--- src/rtl/spi_pkg.sv ---
// Shared types for the SPI-attached byte RAM: command codes, per-port address FSM states
// and the received SPI word layout.
package spi_pkg;

  localparam int unsigned DEF_ADDR_SIZE = 8;
  localparam int unsigned DATA_W        = 8;

  typedef enum logic [1:0] {
    CMD_WR_ADDR = 2'b00,
    CMD_WR_DATA = 2'b01,
    CMD_RD_ADDR = 2'b10,
    CMD_RD_DATA = 2'b11
  } cmd_e;

  typedef enum logic {
    NO_ADDR  = 1'b0,
    ADDR_SET = 1'b1
  } addr_state_e;

  typedef struct packed {
    cmd_e              cmd;
    logic [DATA_W-1:0] payload;
  } rx_word_t;

endpackage

--- src/rtl/spi_ram_mem.sv ---
// Byte storage for spi_ram: one write port and one registered read port.
// Array contents are never reset; only the read register is.
module spi_ram_mem
  import spi_pkg::*;
#(
  parameter int unsigned MEM_DEPTH = 256,
  parameter int unsigned ADDR_SIZE = DEF_ADDR_SIZE
) (
  input  logic                 clk,
  input  logic                 rst_n,
  input  logic                 we,
  input  logic [ADDR_SIZE-1:0] waddr,
  input  logic [DATA_W-1:0]    wdata,
  input  logic                 re,
  input  logic [ADDR_SIZE-1:0] raddr,
  output logic [DATA_W-1:0]    rdata
);

  logic [DATA_W-1:0] mem_q [MEM_DEPTH];
  logic [DATA_W-1:0] rd_data_d;
  logic [DATA_W-1:0] rd_data_q;

  always_ff @(posedge clk) begin
    if (we) begin
      mem_q[waddr] <= wdata;
    end
  end

  // Read register holds its value between reads.
  always_comb begin
    rd_data_d = rd_data_q;
    if (re) begin
      rd_data_d = mem_q[raddr];
    end
  end

  always_ff @(posedge clk) begin
    if (!rst_n) begin
      rd_data_q <= '0;
    end else begin
      rd_data_q <= rd_data_d;
    end
  end

  assign rdata = rd_data_q;

endmodule

--- src/rtl/spi_ram.sv ---
// Command decoder and write/read address FSMs in front of spi_ram_mem.
// Optional feature: define SPI_RAM_AUTOINC_EN to post-increment addresses on executed data commands.
module spi_ram
  import spi_pkg::*;
#(
  parameter int unsigned MEM_DEPTH = 256,
  parameter int unsigned ADDR_SIZE = DEF_ADDR_SIZE
) (
  input  logic              clk,
  input  logic              rst_n,
  input  logic [9:0]        rx_data,
  input  logic              rx_valid,
  output logic [DATA_W-1:0] tx_data,
  output logic              tx_valid,
  output logic              seq_err
);

`ifdef SPI_RAM_AUTOINC_EN
  localparam bit AUTOINC = 1'b1;
`else
  localparam bit AUTOINC = 1'b0;
`endif

  rx_word_t             rx_word;
  addr_state_e          wr_state_d, wr_state_q;
  addr_state_e          rd_state_d, rd_state_q;
  logic [ADDR_SIZE-1:0] wr_addr_d, wr_addr_q;
  logic [ADDR_SIZE-1:0] rd_addr_d, rd_addr_q;
  logic                 tx_valid_d, tx_valid_q;
  logic                 seq_err_d, seq_err_q;
  logic                 mem_we;
  logic                 mem_re;

  assign rx_word = rx_word_t'(rx_data);

  always_ff @(posedge clk) begin
    if (!rst_n) begin
      wr_state_q <= NO_ADDR;
      rd_state_q <= NO_ADDR;
      wr_addr_q  <= '0;
      rd_addr_q  <= '0;
      tx_valid_q <= 1'b0;
      seq_err_q  <= 1'b0;
    end else begin
      wr_state_q <= wr_state_d;
      rd_state_q <= rd_state_d;
      wr_addr_q  <= wr_addr_d;
      rd_addr_q  <= rd_addr_d;
      tx_valid_q <= tx_valid_d;
      seq_err_q  <= seq_err_d;
    end
  end

  // One command per valid word; data commands without a prior address command are dropped.
  always_comb begin
    wr_state_d = wr_state_q;
    rd_state_d = rd_state_q;
    wr_addr_d  = wr_addr_q;
    rd_addr_d  = rd_addr_q;
    tx_valid_d = 1'b0;
    seq_err_d  = 1'b0;
    mem_we     = 1'b0;
    mem_re     = 1'b0;
    if (rx_valid && rst_n) begin
      unique case (rx_word.cmd)
        CMD_WR_ADDR: begin
          wr_addr_d  = ADDR_SIZE'(rx_word.payload);
          wr_state_d = ADDR_SET;
        end
        CMD_WR_DATA: begin
          if (wr_state_q == ADDR_SET) begin
            mem_we = 1'b1;
            if (AUTOINC) wr_addr_d = wr_addr_q + ADDR_SIZE'(1);
          end else begin
            seq_err_d = 1'b1;
          end
        end
        CMD_RD_ADDR: begin
          rd_addr_d  = ADDR_SIZE'(rx_word.payload);
          rd_state_d = ADDR_SET;
        end
        CMD_RD_DATA: begin
          if (rd_state_q == ADDR_SET) begin
            mem_re     = 1'b1;
            tx_valid_d = 1'b1;
            if (AUTOINC) rd_addr_d = rd_addr_q + ADDR_SIZE'(1);
          end else begin
            seq_err_d = 1'b1;
          end
        end
      endcase
    end
  end

  spi_ram_mem #(
    .MEM_DEPTH (MEM_DEPTH),
    .ADDR_SIZE (ADDR_SIZE)
  ) u_mem (
    .clk   (clk),
    .rst_n (rst_n),
    .we    (mem_we),
    .waddr (wr_addr_q),
    .wdata (rx_word.payload),
    .re    (mem_re),
    .raddr (rd_addr_q),
    .rdata (tx_data)
  );

  assign tx_valid = tx_valid_q;
  assign seq_err  = seq_err_q;

endmodule

--- config.mk ---
export PLATFORM = sky130hd
export DESIGN_NAME = spi_ram
export DESIGN_NICKNAME = d
export VERILOG_FILES = /design/src/rtl/spi_pkg.sv /design/src/rtl/spi_ram_mem.sv /design/src/rtl/spi_ram.sv
export SDC_FILE = /design/constraint.sdc
export NUM_CORES = 2
export LEC_CHECK = 0
export ABC_CLOCK_PERIOD_IN_PS = 2650
export BUFFER_PORTS_ARGS = -buffer_cell sky130_fd_sc_hd__buf_2
export CAP_MARGIN = 30
export CORE_MARGIN = 3
export CORE_UTILIZATION = 45
export CTS_CLUSTER_SIZE = 8
export DETAILED_ROUTE_END_ITERATION = 6
export HOLD_SLACK_MARGIN = 0.03
export PLACE_DENSITY_LB_ADDON = 0.3
export REMOVE_ABC_BUFFERS = 1
export SLEW_MARGIN = 10
export SYNTH_ARGS = -nofsm -noshare
export SYNTH_HDL_FRONTEND = slang
export SYNTH_HIERARCHICAL = 1
export SYNTH_SLANG_ARGS = --single-unit
--- constraint.sdc ---
create_clock -name clk -period 2.65 [get_ports clk]
set_input_delay 0.1325 -clock clk [delete_from_list [all_inputs] [get_ports clk]]
set_output_delay 0.1325 -clock clk [all_outputs]
set_load 0.05 [all_outputs]
=== Word level (Yosys, flattened, before mapping) ===
Memories as Yosys holds them, arrays and structs flattened. A register that Yosys moved wholly into a read port is not among the register bits.
Cells that the tools add are included.

* Flip-flop bits (word level): 20
* RAM bits: 2048
* Bits of input ports: 13
* Output and inout port bits: 10
* Memories: 1

* Equal/unequal tests: 3
* Muxes and demuxes: 11
* Reductions and logical operators: 6

{| class="wikitable"
|+ Memory list
! name !! words !! width !! read ports !! clocked after Yosys merged registers in !! wr ports !! line !! RTL
|-
| u_mem.mem_q || 256 || 8 || 1 || 1 || 1 || spi_ram_mem.sv:19 || <nowiki>logic [DATA_W-1:0] mem_q [MEM_DEPTH];</nowiki>
|}

{| class="wikitable"
|+ Operators by type and width
! operator !! count
|-
| 2-to-1 mux 1 bit || 10
|-
| AND reduction 2 bit || 3
|-
| == test 2 bit, second input constant || 2
|-
| == test 2 x 1 -> 1 bit, second input constant || 1
|-
| logical NOT 2 bit || 1
|-
| one-hot mux 1 bit (2 select lines) || 1
|-
| logical AND 1 bit || 1
|-
| logical NOT 1 bit || 1
|}

=== Depth between registers and ports, before layout ===
* Word-level depth: 5
* Mapped depth: 12
* Gate-level depth less buffers: 9

=== Modules after synthesis ===
Netlist, hierarchy kept.

{| class="wikitable"
|+ By module, submodules not included
! module !! instances !! cells an instance !! area each (sq um)
|-
| spi_ram_mem || 1 || 3939 || 80782.5
|-
| spi_ram || 1 || 77 || 769.5
|}

=== Worst setup path after synthesis ===
OpenSTA, ideal clock, no wires.

* Path kind: reg-to-reg
* Start point: register rd_addr_q[0]
* End point: register u_mem.rd_data_q[6], in the netlist u_mem/rdata[6], read port of u_mem.mem_q
* Setup time: 0.120 ns
* Data arrival time: 2.243 ns
* Required time: 2.530 ns
* Path slack: 0.288 ns
* Stages on the path, launching flop included: 10
* Path buffers: 3
* Clock period less this slack: 2.362 ns
* Cells stage by stage: dfxtp_1 -> buf_6 -> buf_4 -> buf_6 -> mux4_2 -> a221oi_1 -> o21ai_0 -> a31oi_1 -> nor3_1 -> a211o_1

{| class="wikitable"
|+ RTL lines
! item !! line !! RTL
|-
| from (decl) || spi_ram.sv:28 || <nowiki>logic [ADDR_SIZE-1:0] rd_addr_d, rd_addr_q;</nowiki>
|-
| from (signal assigned) || spi_ram.sv:48 || <nowiki>rd_addr_q <= rd_addr_d;</nowiki>
|-
| to (decl) || spi_ram_mem.sv:21 || <nowiki>logic [DATA_W-1:0] rd_data_q;</nowiki>
|}

==> metrics.md <==
| Metric | Value |
|---|---|
| Commonest non-fill, non-tap cell in the layout | `edfxtp_1` |
| Slew headroom | `0.451` |
| Num CTS Buffers | `310` |
| Fin util | `0.560` |
| Non-filler cells, final | `7428` |
| Slew @ Worst Pin | `between 800 and 900 ps` |
| Rows | `about 160` |
| Mux share of post-synthesis cell area | `0.148` |
| R2R Setup Slk | `-290 ps` |
| Final Power | `slightly above 70 mW` |
| Htree depth | `5` |
| Grt ovf | `0` |
| Number of global-route vias before repair | `45600` |
| Fraction of the mapped netlist area in adder cells | `0` |
| Post-synthesis xor/xnor area fraction | `0` |
| Status | `finished, violations left` |
| Fin crit share | `1.11` |
| Violations in the final reports | `negative setup slack` |
| Ys flop type | `edfxtp_1` |
| Layout cells sized above 1 | `0.342` |
| CP max FO | `11` |
| Layout net count | `5030` |
| Syn_area_per_cell | `20.3 µm²` |
| Critical path startpoint | `rd_addr_q[1]` |
| Clk Latency, worst-skew pair | `between 900 and 1000 ps` |
| Post-Synth Simple-Gate Area | `0.0321` |
| Crit start category | `register` |
| Top cells by area, synth | `edfxtp_1 (75%), mux4_2 (8.7%), mux2i_1 (3.6%)` |
| Synth top area share | `0.754` |
| Register bit total from synthesis | `~2100` |
| Die ar. | `around 0.19 mm²` |
| Final Max Slew Viols | `0` |
| Worst reg2reg startpoint | `rd_addr_q[1]` |
| Placed Cells | `about 7000` |
| Crit path DAT | `3780 ps` |
| Largest area contributor in the synthesized netlist | `edfxtp_1` |
| GRT Overall Usage | `0.254` |
| Multi-input gate area | `approximately 0.018 mm²` |
| CTS tree | `built` |
| Ys async rst share | `0` |
| Fraction of the mapped netlist area in compound gates | `0.0343` |
| Placed Instance Area | `between 0.08 and 0.09 mm²` |
| Worst hold-check path type | `input port to register` |
| Seq/Total Area, Yosys | `0.761` |
| Final min period | `between 2000 and 3000 ps` |
| Largest net degree at the start of global routing | `97` |
| Fin area | `0.100 mm²` |
| WL final | `237000 µm` |
| Count of final setup violators | `8` |
| Starting density of the core | `0.455` |
| Worst Setup EP | `u_mem/rdata[5]` |
| VDD IR max | `0.665 mV` |
| Critical Path RT | `around 3500 ps` |
| Via count | `45700` |
| RSZ-0062 raised after global routing | `true` |
| Max stage delay on crit path | `around 520 ps` |
| Main combinational cell family by area after synthesis | `multiplexers` |
| WHS | `roughly 100 ps` |
| Io pins | `23` |
| Fillers | `between 10000 and 15000` |
| Initial DRC count | `6282` |
| Seq. cell area | `~0.062 mm²` |
| Cells along the critical path | `buf_6 > buf_12 > buf_16 > buf_12 > mux4_2 > nand2_2 > a21oi_4 > a2111oi_4 > a2111oi_4 > nand4_1 > nand3_1` |
| Mapped cell area | `roughly 0.082 mm²` |
| Yosys cell types | `67` |
| Max-Cap Viols | `0` |
| Drt first pass iters | `5` |
| Leak pwr | `32.4 nW` |
| P&R area growth vs syn | `23.1%` |
| Setup ws final | `-286 ps` |
| Slowest cell on the critical path | `nand4_1` |
| Core Area | `roughly 0.18 mm²` |
| Skew final | `between 70 and 80 ps` |
| Routed WL per cell | `approximately 32 µm` |
| Initial antenna violation count | `4` |
| Clk sinks | `around 2100` |
| Post-route DRC | `0` |
| Fmax | `~340 MHz` |
| Reg-to-Reg End | `u_mem/rdata[5]` |
| Clock root cell | `clkbuf_16` |
| Chip height | `~430 µm` |
| Post-DP HPWL | `roughly 150000 µm` |
| DRT antenna net count | `0` |
| CP endpoint kind | `register` |
| Vias per std cell | `6.15` |
| Final Wtd Congestion | `0.939` |
| Power density over the cells | `725 mW/mm²` |
| YS warnings | `6` |
| EDFF count, synth | `~2000` |
| Syn Inst Count | `around 4000` |
| Port bufs | `22` |
| DIE WIDTH | `432 µm` |
| Clock transition at path regs | `50 ps` |
| Worst Reg2Reg Path Length in Cells | `11` |
| Clock buffer depth | `4` |
| Final hold viol count | `0` |
| Commonest cells after routing, fill and taps aside | `edfxtp_1 (2048), buf_4 (758), mux4_2 (328)` |
| First-pass GRT wire length | `~340000 µm` |
| CP Class | `register to register` |
[synthesized netlist by cell type (all sizes together) (3+ instances only)]
cell type / number
o31ai: 3
or3: 5
a2111oi: 26
nor3b: 3
buf: 146
nand4: 21
mux2i: 296
a31oi: 16
nor3: 32
nor2b: 15
a22o: 5
and2: 9
a211oi: 31
nor2: 291
nor4: 13
a22oi: 48
or3b: 3
a221oi: 8
nand3: 51
or2: 3
o221ai: 49
mux4: 392
a21oi: 43
nand2b: 5
o22ai: 99
inv: 5
clkbuf: 102
nand3b: 5
nand2: 141
a221o: 3
edfxtp: 2048
dfxtp: 28
o21ai: 42
a311oi: 4
[routing by layer]
layer  part of all wire  wire [µm]  GRT usage  vias to the layer above
met1               0.38      91000      0.354                    23800
met3               0.11      25300     0.0562                      520
met2               0.46     108000      0.385                     2786
met4              0.052      12200      0.120                        2
li1                   -          -          -                    18600
met5           0.000042         10          0                        -
[cells by family after synthesis]
kind of cell           count (synthesis)
flip-flops                          2076
multiplexers                         690
AND/OR/NAND/NOR                      602
AO/OA/AOI/OAI                        394
buffers and inverters                254
[report_power, final]
part           internal [mW]  switching, mW  total, mW  leakage [nW]
combinational           1.10           1.77       2.87          9.86
clock                   20.9           12.8       33.7          3.95
sequential              36.1         0.0228       36.2          18.6
[stage by stage]
step                      setup slack, ps  TNS (ps)
after floorplan                    -24440   -219270
after global placement              -1210     -3580
after detailed placement             -939     -3260
after CTS                            -132      -690
after global routing                 -218     -1270
final                                -286     -1150
[worst max-delay path: cells and delay by family, from the launching register on]
kind | cells | cell delay, ps
AOI/OAI and AO/OA | 3 | 780
muxes | 1 | 220
and+or+nand+nor | 3 | 820
DFF | 1 | 390
buffers and inverters | 4 | 650
[how the worst min path moves through the flow]
stage,endpoint,depth (start not counted),slack (ps),startpoint
floorplan,u_mem/mem_q[0][0],0,230,rx_data[0]
global placement,rd_state_q,2,440,rd_state_q
detailed placement,rd_state_q,2,440,rd_state_q
CTS,rd_addr_q[5],3,60,rx_valid
global route,rd_addr_q[3],3,80,rx_valid
finish,rd_addr_q[5],3,100,rx_valid
[final cells by class]
class | count | share of cell area
sequential | 2076 | 0.619
multi-input combinational | 1686 | 0.184
timing repair buffer | 938 | 0.0875
clock buffer | 360 | 0.0798
tap | 2355 | 0.0294
clock inverter | 7 | 0.000760
inverter | 5 | 0.000212
antenna | 1 | 0.0000249
[registers in the layout (all words and copies together) (netlist names)]
register / count
rd_addr_q: 8
tx_valid: 1
seq_err: 1
u_mem/mem_q: 2048
rd_state_q: 1
wr_addr_q: 8
u_mem/rdata: 8
wr_state_q: 1
[repair_timing]
| action | in CTS | in global routing |
|---|---|---|
| resized for setup | 212 | 76 |
| hold buffers | 14 | 0 |
| pin swaps | 38 | 26 |
| cloned | 10 | 0 |
| setup buffers | 58 | 20 |
| endpoints found under the hold margin | 548 | 0 |
| endpoints found under the setup margin | 8 | 8 |
(Power assumes the default switching activity.)
